`src/rtl/trigger_unit.sv`:
```
// Logic-analyzer trigger: 2-flop probe sync, strobe sampling, edge/immediate trigger, fixed-length start window.
// Latency: ch_in->datain 2 clk + next sample_en; start rises on the trigger strobe edge. No backpressure; sample_en paces all progress.
module trigger_unit #(
   parameter int CAPTURE_LEN = 256,
   parameter int CNT_W       = 8
) (
   input  logic       clk,
   input  logic       reset,
   input  logic [3:0] ch_in,
   input  logic       sample_en,
   input  logic       arm,
   input  logic [1:0] trig_sel,
   input  logic [1:0] trig_mode,
   output logic [3:0] datain,
   output logic       start,
   output logic       armed,
   output logic       done
);

   typedef enum logic [1:0] {
      IDLE    = 2'd0,
      ARMED   = 2'd1,
      CAPTURE = 2'd2,
      HOLD    = 2'd3
   } state_t;

   localparam logic [CNT_W-1:0] LAST_CNT = CNT_W'(CAPTURE_LEN - 1);

   state_t           state;
   state_t           state_nxt;
   logic [3:0]       sync_meta;
   logic [3:0]       sync;
   logic [1:0]       sel_q;
   logic [1:0]       mode_q;
   logic [CNT_W-1:0] cnt;
   logic [CNT_W-1:0] cnt_nxt;
   logic             rise;
   logic             fall;
   logic             cond;
   logic             hit;
   logic             done_nxt;

   // Probe synchronizer and strobe-gated sample register
   always_ff @(posedge clk or negedge reset) begin
      if (!reset) begin
         sync_meta <= '0;
         sync      <= '0;
         datain    <= '0;
      end else begin
         sync_meta <= ch_in;
         sync      <= sync_meta;
         if (sample_en) begin
            datain <= sync;
         end
      end
   end

   // Edge is judged between the incoming synchronized value and the last sample taken
   always_comb begin
      rise = 1'b0;
      fall = 1'b0;
      cond = 1'b0;
      rise = ~datain[sel_q] & sync[sel_q];
      fall = datain[sel_q] & ~sync[sel_q];
      case (mode_q)
         2'b00:   cond = rise;
         2'b01:   cond = fall;
         2'b10:   cond = rise | fall;
         default: cond = 1'b1;
      endcase
      hit = sample_en & cond;
   end

   // Trigger controls are frozen at the moment of arming
   always_ff @(posedge clk or negedge reset) begin
      if (!reset) begin
         sel_q  <= '0;
         mode_q <= '0;
      end else if (state == IDLE && arm) begin
         sel_q  <= trig_sel;
         mode_q <= trig_mode;
      end
   end

   always_ff @(posedge clk or negedge reset) begin
      if (!reset) begin
         state <= IDLE;
         cnt   <= '0;
         start <= 1'b0;
         armed <= 1'b0;
         done  <= 1'b0;
      end else begin
         state <= state_nxt;
         cnt   <= cnt_nxt;
         start <= (state_nxt == CAPTURE);
         armed <= (state_nxt == ARMED);
         done  <= done_nxt;
      end
   end

   // Abort beats a simultaneous hit; a capture in progress ignores arm entirely
   always_comb begin
      state_nxt = state;
      cnt_nxt   = cnt;
      done_nxt  = 1'b0;
      case (state)
         IDLE: begin
            if (arm) begin
               state_nxt = ARMED;
            end
         end
         ARMED: begin
            if (!arm) begin
               state_nxt = IDLE;
            end else if (hit) begin
               state_nxt = CAPTURE;
               cnt_nxt   = '0;
            end
         end
         CAPTURE: begin
            if (sample_en) begin
               if (cnt == LAST_CNT) begin
                  state_nxt = HOLD;
                  done_nxt  = 1'b1;
               end else begin
                  cnt_nxt = cnt + 1'b1;
               end
            end
         end
         HOLD: begin
            if (!arm) begin
               state_nxt = IDLE;
            end
         end
         default: begin
            state_nxt = IDLE;
            cnt_nxt   = '0;
         end
      endcase
   end

endmodule

```
`config.mk`:
```
export PLATFORM = sky130hd
export DESIGN_NAME = trigger_unit
export DESIGN_NICKNAME = d
export VERILOG_FILES = /design/src/rtl/trigger_unit.sv
export SDC_FILE = /design/constraint.sdc
export NUM_CORES = 1
export LEC_CHECK = 0
export CAP_MARGIN = 20
export CELL_PAD_IN_SITES_DETAIL_PLACEMENT = 0
export CELL_PAD_IN_SITES_GLOBAL_PLACEMENT = 2
export CORE_MARGIN = 10
export CORE_UTILIZATION = 31
export DETAILED_ROUTE_END_ITERATION = 7
export GPL_ROUTABILITY_DRIVEN = 0
export HOLD_SLACK_MARGIN = 0.02
export PLACE_DENSITY_LB_ADDON = 0.1
export SYNTH_ARGS = -nofsm -noshare
export SYNTH_HDL_FRONTEND = slang
export SYNTH_SLANG_ARGS = --single-unit
```
`constraint.sdc`:
```
create_clock -name clk -period 2.4 [get_ports clk]
set_input_delay 0.24 -clock clk [delete_from_list [all_inputs] [get_ports clk]]
set_output_delay 0.24 -clock clk [all_outputs]
set_load 0.005 [all_outputs]
```
==> results.md, run 1 <==
- Critical Path, Cell by Cell: mux4_2, inv_2, ha_4, nand2_4, a21oi_4, o32ai_4, o21a_1, mux2_4
- CP bufs+invs: 1
- # IOs: 19
- Via Count: 974
- Final WL: just over 3000 microns
- Netlist Area Pre-Place: approximately 1300 sq um
- EDFF count, synth: 0
- Longest Clk Path Bufs: 2
- Main combinational cell family by area after synthesis: simple AND/OR/NAND/NOR gates
- RSZ-0062 raised after global routing: true
- Yosys cell types: 33
- Avg Inst Size Synth: between 10 and 15 sq um
- Number of CTS-inserted buffers: 5
- Prevailing post-synth register cell: dfrtp_1
- Initial antenna violation count: 0
- Required time worst endpoint: around 2600 ps
- CTS sink count: 29
- Crit path max-delay family: multiplexers
- Share of post-route cells with drive strength above 1: roughly 24%
- Synth-to-Final Area Change: 28.3%
- Ys async rst share: 100%
- Row Count: 23
- Compound-Gate Fraction of Synth Area: around 11%
- Layout net count: roughly 160
- Post-synthesis simple-gate area fraction: roughly 18%
- Post-CTS Hold Buffers: 0
- Highest-delay cell along the critical path: mux4_2
- Post-Synth Adder-Cell Area: approximately 2.8%
- Leakage power: 0.725 nW
- Vias in the first global route: roughly 1k
- Root Buffer: clkbuf_8
- #FFs+latches synth: 29
- Post-Synth XOR/XNOR Area: 0%
- Slew Limit Fails: 0
- TNS Setup: 0 ps
- Mux cell area share after synthesis: about 11%
- Final setup fails: 0
- CTS tree: yes
- Total congestion overflow: 0
- Core area: between 4000 and 5000 sq um
- Maximum VDD drop: about 0.30 mV
- Hold Path Class: input port to async pin
- Worst EP arrival: 2510 ps
- Max-Cap Viols: 0
- Die extent in x: 85.9 microns
- Fmax: ~430 MHz
- Worst-Margin Slew: about 400 ps
- Clock Skew: between 6 and 7 ps
- Port-buffer cells: 18
- Detail Placement HPWL: around 2200 microns
- First-pass GRT wire length: 5040 microns
- ANT cells: 0
- Syn nets: between 100 and 150
- Post-synthesis sequential area ratio: a little over half
- CP Class: register to register
- Tot GR Track Use: about 8.6%
- Starting density of the core: 32.7%
- DRT antenna net count: 0
- DRC: 0
- Status: finished clean
- Die area: around 7400 sq um
- Design area: 1730 sq um
- PwrDens: approximately 1000 nW/um^2
- Largest net degree at the start of global routing: 30
- Die H: about 86 microns
- First-pass iteration count of the detailed router: 4
- Period utilisation layout: between 90% and 100%
- Crit path max fanout: 5
- Worst-Skew Late Latency: approximately 280 ps
- Initial DRC Count: 43
- Average wire per standard cell: around 15 microns
- CP Launch Type: register
- WHS: roughly 350 ps
- Max stage delay on crit path: ~550 ps
- Slew margin rel.: 72.9%
- Area post-placement: 1600 sq um
- Endpoints failing hold: 0
- H-tree depth: 2
- CP endpoint kind: register
- Crit path time final: around 2300 ps
- Syn. warnings: 0
- Avg Vias per Cell: slightly below 5
- Mapped Cells: 120
- Clock Pin Slew Worst Setup and Hold Paths: approximately 70 ps
==> Yosys cell counts (2+ instances only) <==
cell / count / area [sq um]
mux2_2: 8 / 90.1
buf_2: 3 / 15.0
nand2b_1: 2 / 12.5
nor3b_1: 3 / 22.5
inv_1: 5 / 18.8
nor3_1: 6 / 30.0
ha_1: 3 / 37.5
dfrtp_1: 29 / 726
nor2b_1: 2 / 12.5
a31oi_1: 5 / 31.3
a21oi_1: 2 / 10.0
o21ai_0: 4 / 20.0
nand2_1: 17 / 63.8
nor2_1: 10 / 37.5
a221o_1: 2 / 20.0
mux4_2: 2 / 45.0
==> logic make-up after synthesis <==
family / Yosys count
flip-flops: 29
adder cells (fa/ha/maj): 3
multiplexers: 11
AND/OR/NAND/NOR: 49
AO/OA/AOI/OAI: 19
buffers and inverters: 9
==> flip-flops by register name, summed over array words and instances (netlist names) <==
register / cells
cnt: 8
sync: 4
sync_meta: 4
armed: 1
state: 2
start: 1
sel_q: 2
datain: 4
mode_q: 2
done: 1
==> repair_timing <==
action	4_1_cts	5_1_grt
gates resized for setup	0	6
pin swaps	1	5
buffers inserted	0	1
cloned	0	0
setup endpoints to repair	2	7
==> where the power goes <==
| group | switching (mW) | internal, mW |
|---|---|---|
| Clock | 0.192 | 0.200 |
| Sequential | 0.137 | 0.588 |
| Combinational | 0.298 | 0.351 |
| Total | 0.628 | 1.14 |
==> cell type report <==
cell class / count / area [sq um]
flip-flops and latches: 29 / 726
clock inverters: 3 / 17.5
clock buffers: 5 / 68.8
fillers: 398 / 2390
repair buffers: 23 / 218
multi-input cells: 82 / 616
well taps: 50 / 62.6
inverters: 5 / 18.8
==> path summary, 6_finish.rpt <==
kind,startpoint,to,slack [ps],cells past startpoint
setup / recovery,sel_q[0],cnt[7],50,8
hold / removal,reset,mode_q[0],350,2
setup reg to reg,sel_q[0],cnt[7],50,8
hold reg to reg,sync_meta[3],sync[3],350,0
max in group asynchronous,reset,cnt[3],1770,2
min in group clk,sync_meta[3],sync[3],350,0
==> through the flow <==
| stage | setup slack, ps | std cells | util [%] | power [mW] |
|---|---|---|---|---|
| 5_1_grt | -37.6 | 197 | 42.0 | 1.89 |
| 4_1_cts | 16.4 | 196 | 41.0 | 1.69 |
| 3_3_place_gp | 39.9 | 188 | 38.9 | 1.28 |
| 2_1_floorplan | 77.5 | 120 | - | 1.09 |
| 3_5_place_dp | -11.2 | 188 | 38.9 | 1.29 |
| 6_report | 50.5 | 197 | 42.0 | 1.77 |
==> cells in the final DEF, fill, tap and decap left out, types with 2 or more instances in the layout <==
master	count
dfrtp_1	29
inv_1	4
clkinv_2	2
nand2_1	16
nor3b_1	2
a221o_1	2
nor2b_1	2
nand2b_1	2
nor3_1	6
a31oi_1	5
o21ai_0	4
mux4_2	2
nor2_1	10
clkbuf_8	5
a21oi_1	2
ha_1	2
clkdlybuf4s50_1	18
buf_4	5
mux2_2	8
==> worst register-to-register path, cell delays in order, from the launching register on <==
cell     delay, ps
dfrtp_1        420
mux4_2         550
inv_2           90
ha_4           210
nand2_4         60
a21oi_4         60
o32ai_4        340
o21a_1         210
mux2_4         300
==> metal layers <==
layer,global-route usage (%),share of wire [%]
met5,0,0
met4,3.59,1.3
met3,3.12,4.6
met2,13.9,50
met1,10.0,44
No activity file was read; power rests on OpenSTA's default activity.
==> run 2, diff against run 1 <==
--- a/config.mk
+++ b/config.mk
@@ -5,14 +5,14 @@
 export SDC_FILE = /design/constraint.sdc
 export NUM_CORES = 1
 export LEC_CHECK = 0
-export CAP_MARGIN = 20
+export CAP_MARGIN = 10
 export CELL_PAD_IN_SITES_DETAIL_PLACEMENT = 0
 export CELL_PAD_IN_SITES_GLOBAL_PLACEMENT = 2
 export CORE_MARGIN = 10
 export CORE_UTILIZATION = 31
 export DETAILED_ROUTE_END_ITERATION = 7
 export GPL_ROUTABILITY_DRIVEN = 0
-export HOLD_SLACK_MARGIN = 0.02
+export HOLD_SLACK_MARGIN = 0.12
 export PLACE_DENSITY_LB_ADDON = 0.1
 export SYNTH_ARGS = -nofsm -noshare
 export SYNTH_HDL_FRONTEND = slang
==> results of run 2 <==
Same layout as run 1: the final DEF is identical, and so are final timing and power.
==> run 3, diff against run 2 <==
--- a/config.mk
+++ b/config.mk
@@ -5,11 +5,12 @@
 export SDC_FILE = /design/constraint.sdc
 export NUM_CORES = 1
 export LEC_CHECK = 0
+export ABC_AREA = 1
 export CAP_MARGIN = 10
 export CELL_PAD_IN_SITES_DETAIL_PLACEMENT = 0
 export CELL_PAD_IN_SITES_GLOBAL_PLACEMENT = 2
 export CORE_MARGIN = 10
-export CORE_UTILIZATION = 31
+export CORE_UTILIZATION = 28
 export DETAILED_ROUTE_END_ITERATION = 7
 export GPL_ROUTABILITY_DRIVEN = 0
 export HOLD_SLACK_MARGIN = 0.12
==> results.md, run 3 <==
- Crit path max fanout: 8 (was 5)
- Max-Cap Viols: 0 (unchanged)
- Prevailing post-synth register cell: dfrtp_1 (unchanged)
- Final WL: 3110 microns (was 3040 microns)
- Clock Pin Slew Worst Setup and Hold Paths: 60 ps (was 70 ps)
- Layout net count: 211 (was 161)
- Required time worst endpoint: 2570 ps (was 2560 ps)
- Post-synth top area cell: dfrtp_1 (unchanged)
- TNS Setup: 0 ps (unchanged)
- Setup Buffers After CTS: 0 (unchanged)
- Number of CTS-inserted buffers: 5 (unchanged)
- Period utilisation layout: 87.3% (was 97.9%)
- Filler Cell Count: 513 (was 398)
- Initial antenna violation count: 0 (unchanged)
- Die area: 8200 sq um (was 7380 sq um)
- H-tree depth: 2 (unchanged)
- # IOs: 19 (unchanged)
- Status: finished clean (unchanged)
- Worst-Skew Late Latency: 280 ps (about the same)
- Share of post-route cells with drive strength above 1: 9.64% (was 24.5%)
- FF-to-FF End: cnt[6] (was cnt[7])
- Final setup fails: 0 (unchanged)
- CTS sink count: 29 (unchanged)
- Crit path time final: 2090 ps (was 2350 ps)
- Vias in the first global route: 1,122 (was 1,007)
- Die H: 90.6 microns (was 85.9 microns)
- Non-filler cells, final: 264 (was 197)
- First-pass iteration count of the detailed router: 4 (unchanged)
- Mapped Cells: 171 (was 120)
- Worst reg-to-reg setup slack: 310 ps (was 50 ps)
- Worst-Margin Slew: 367 ps (was 403 ps)
- Total congestion overflow: 0 (unchanged)
- Top cells by area, synth: dfrtp_1 (52%), nand2_1 (15%), inv_1 (6.2%), nor2_1 (4.0%), nand4_1 (3.1%) (was dfrtp_1 (54%), mux2_2 (6.7%), nand2_1 (4.7%), mux4_2 (3.3%), ha_1 (2.8%))
- # resized after CTS: 0 (unchanged)
- Hold Path Class: input port to async pin (unchanged)
- DRT antenna net count: 0 (unchanged)
- Commonest non-fill, non-tap cell in the layout: nand2_1 (was dfrtp_1)
- Clock Skew: 4.70 ps (was 6.78 ps)
- Longest Clk Path Bufs: 2 (unchanged)
- Worst R2R Path Depth: 13 (was 8)
- Leakage power: 0.868 nW (was 0.725 nW)
- Most instantiated library cell after synthesis: nand2_1 (was dfrtp_1)
- Detail Placement HPWL: 2470 microns (was 2190 microns)
- Ys async rst share: 100% (unchanged)
- ANT cells: 0 (unchanged)
- Netlist Area Pre-Place: 1390 sq um (was 1350 sq um)
- Fmax: 477 MHz (was 426 MHz)
- RSZ-0062 raised after global routing: false (was true)
- Largest net degree at the start of global routing: 30 (unchanged)
- Starting density of the core: 29.1% (was 32.7%)
- Port-buffer cells: 18 (unchanged)
- Die extent in x: 90.6 microns (was 85.9 microns)
- Total power: 1.73 mW (was 1.77 mW)
- Avg Inst Size Synth: 8.15 sq um (was 11.2 sq um)
- Slew margin rel.: 75.5% (was 72.9%)
- Post-synth top cells: nand2_1 (57), dfrtp_1 (29), inv_1 (23) (was dfrtp_1 (29), nand2_1 (17), nor2_1 (10))
- Row Count: 25 (was 23)
- CP Class: register to register (unchanged)
- Commonest non-fill, non-tap cells in the layout: nand2_1 (57), dfrtp_1 (29), inv_1 (23) (was dfrtp_1 (29), clkdlybuf4s50_1 (18), nand2_1 (16))
- Cell Count Post-Placement: 256 (was 188)
- Synth-to-Final Area Change: 27.7% (was 28.3%)
- FF/Latch Area: 726 sq um (unchanged)
- Via Count: 1,118 (was 974)
- Post-CTS Hold Buffers: 0 (unchanged)
- Root Buffer: clkbuf_8 (unchanged)
- Yosys cell types: 23 (was 33)
- First-pass GRT wire length: 5360 microns (was 5040 microns)
- Yosys top cell area share: 52.1% (was 53.9%)
- Largest reg by FF count: cnt (unchanged)
- PwrDens: 971 nW/um^2 (was 1020 nW/um^2)
- Slew Limit Fails: 0 (unchanged)
- Maximum VDD drop: 0.429 mV (was 0.305 mV)
- CP Launch Type: register (unchanged)
- Area of the multi-input gates: 569 sq um (was 616 sq um)
- Endpoints failing hold: 0 (unchanged)
- Initial DRC Count: 69 (was 43)
- Syn. warnings: 0 (unchanged)
- Post-synthesis sequential area ratio: 52.1% (was 53.9%)
- Average wire per standard cell: 11.8 microns (was 15.4 microns)
- Tot GR Track Use: 8.13% (was 8.58%)
- CP endpoint kind: register (unchanged)
- DRC: 0 (unchanged)
- CTS tree: yes (unchanged)
- Critical register-to-register path startpoint: sel_q[0] (unchanged)
- EDFF count, synth: 0 (unchanged)
- Worst EP arrival: 2260 ps (was 2510 ps)
- Avg Vias per Cell: 4.23 (was 4.94)
- Core area: 4790 sq um (was 4120 sq um)
- Syn nets: 186 (was 135)
- Max reg flops: 8 (unchanged)
- #FFs+latches synth: 29 (unchanged)
==> run 3: cell count changes after synthesis, sizes merged, moves of 6 or more <==
cell   delta
mux2      -9
nand4     +6
inv      +20
nand3     +8
nand2    +44
==> run 3: worst max path at each step <==
| stage | startpoint | endpoint | slack [ps] | cells past startpoint |
|---|---|---|---|---|
| after detailed placement | sel_q[0] | cnt[6] | 300 | 13 |
| after CTS | sel_q[0] | cnt[6] | 280 | 13 |
| final | sel_q[0] | cnt[6] | 310 | 13 |
| after global placement | sel_q[0] | cnt[6] | 350 | 13 |
| after global routing | sel_q[0] | cnt[7] | 40 | 13 |
| after floorplan | sel_q[0] | cnt[5] | 550 | 13 |
==> run 3: metal layers <==
metal  up-vias  track usage (%)  routed length, microns
li1        589                -                       -
met1       499             10.1                    1540
met2        22             11.4                    1330
met3         8             3.33                     173
met4         0             4.91                      74
met5         -                0                       0
==> run 3: area by class of cell <==
cell class	instances	share of cell area (%)
sequential	29	40.8
multi-input combinational	116	32.0
timing repair buffer	19	10.5
inverter	25	5.27
tap	67	4.71
clock buffer	6	4.64
clock inverter	2	2.11
==> run 3: kinds of logic (layout without fill, tap and decap cells) <==
group / Yosys count / after routing / share of synthesized area, %
and+or+nand+nor: 99 / 99 / 32.2
AOI/OAI and AO/OA: 14 / 14 / 5.93
buffers and inverters: 26 / 52 / 7.09
DFF: 29 / 29 / 52.1
adders and majority gates: 3 / 3 / 2.69
==> run 3: metrics by stage <==
stage / instance area, sq um / hold slack, ps / setup slack (ps) / util (%)
floorplan: 1390 / -55.6 / 546 / -
global placement: 1660 / 332 / 352 / 34.7
detailed placement: 1660 / 338 / 296 / 34.7
CTS: 1780 / 351 / 280 / 37.2
global route: 1780 / 355 / 38.5 / 37.2
finish: 1780 / 335 / 305 / 37.2
==> run 3: worst max-delay path, stage by stage, from the launching register on <==
cell,delay (ps)
dfrtp_1,430
inv_1,120
nand2_1,60
a32oi_1,220
inv_1,70
ha_1,290
inv_1,50
nand2_1,40
nand3_1,80
nand3_1,80
nand2_1,230
nand3_4,160
nand2_1,90
nand2_1,50
==> run 3: power by group <==
part	internal, mW	switching (mW)	total (mW)
clock	0.337	0.189	0.526
sequential	0.579	0.0714	0.650
combinational	0.202	0.350	0.552
total	1.12	0.611	1.73
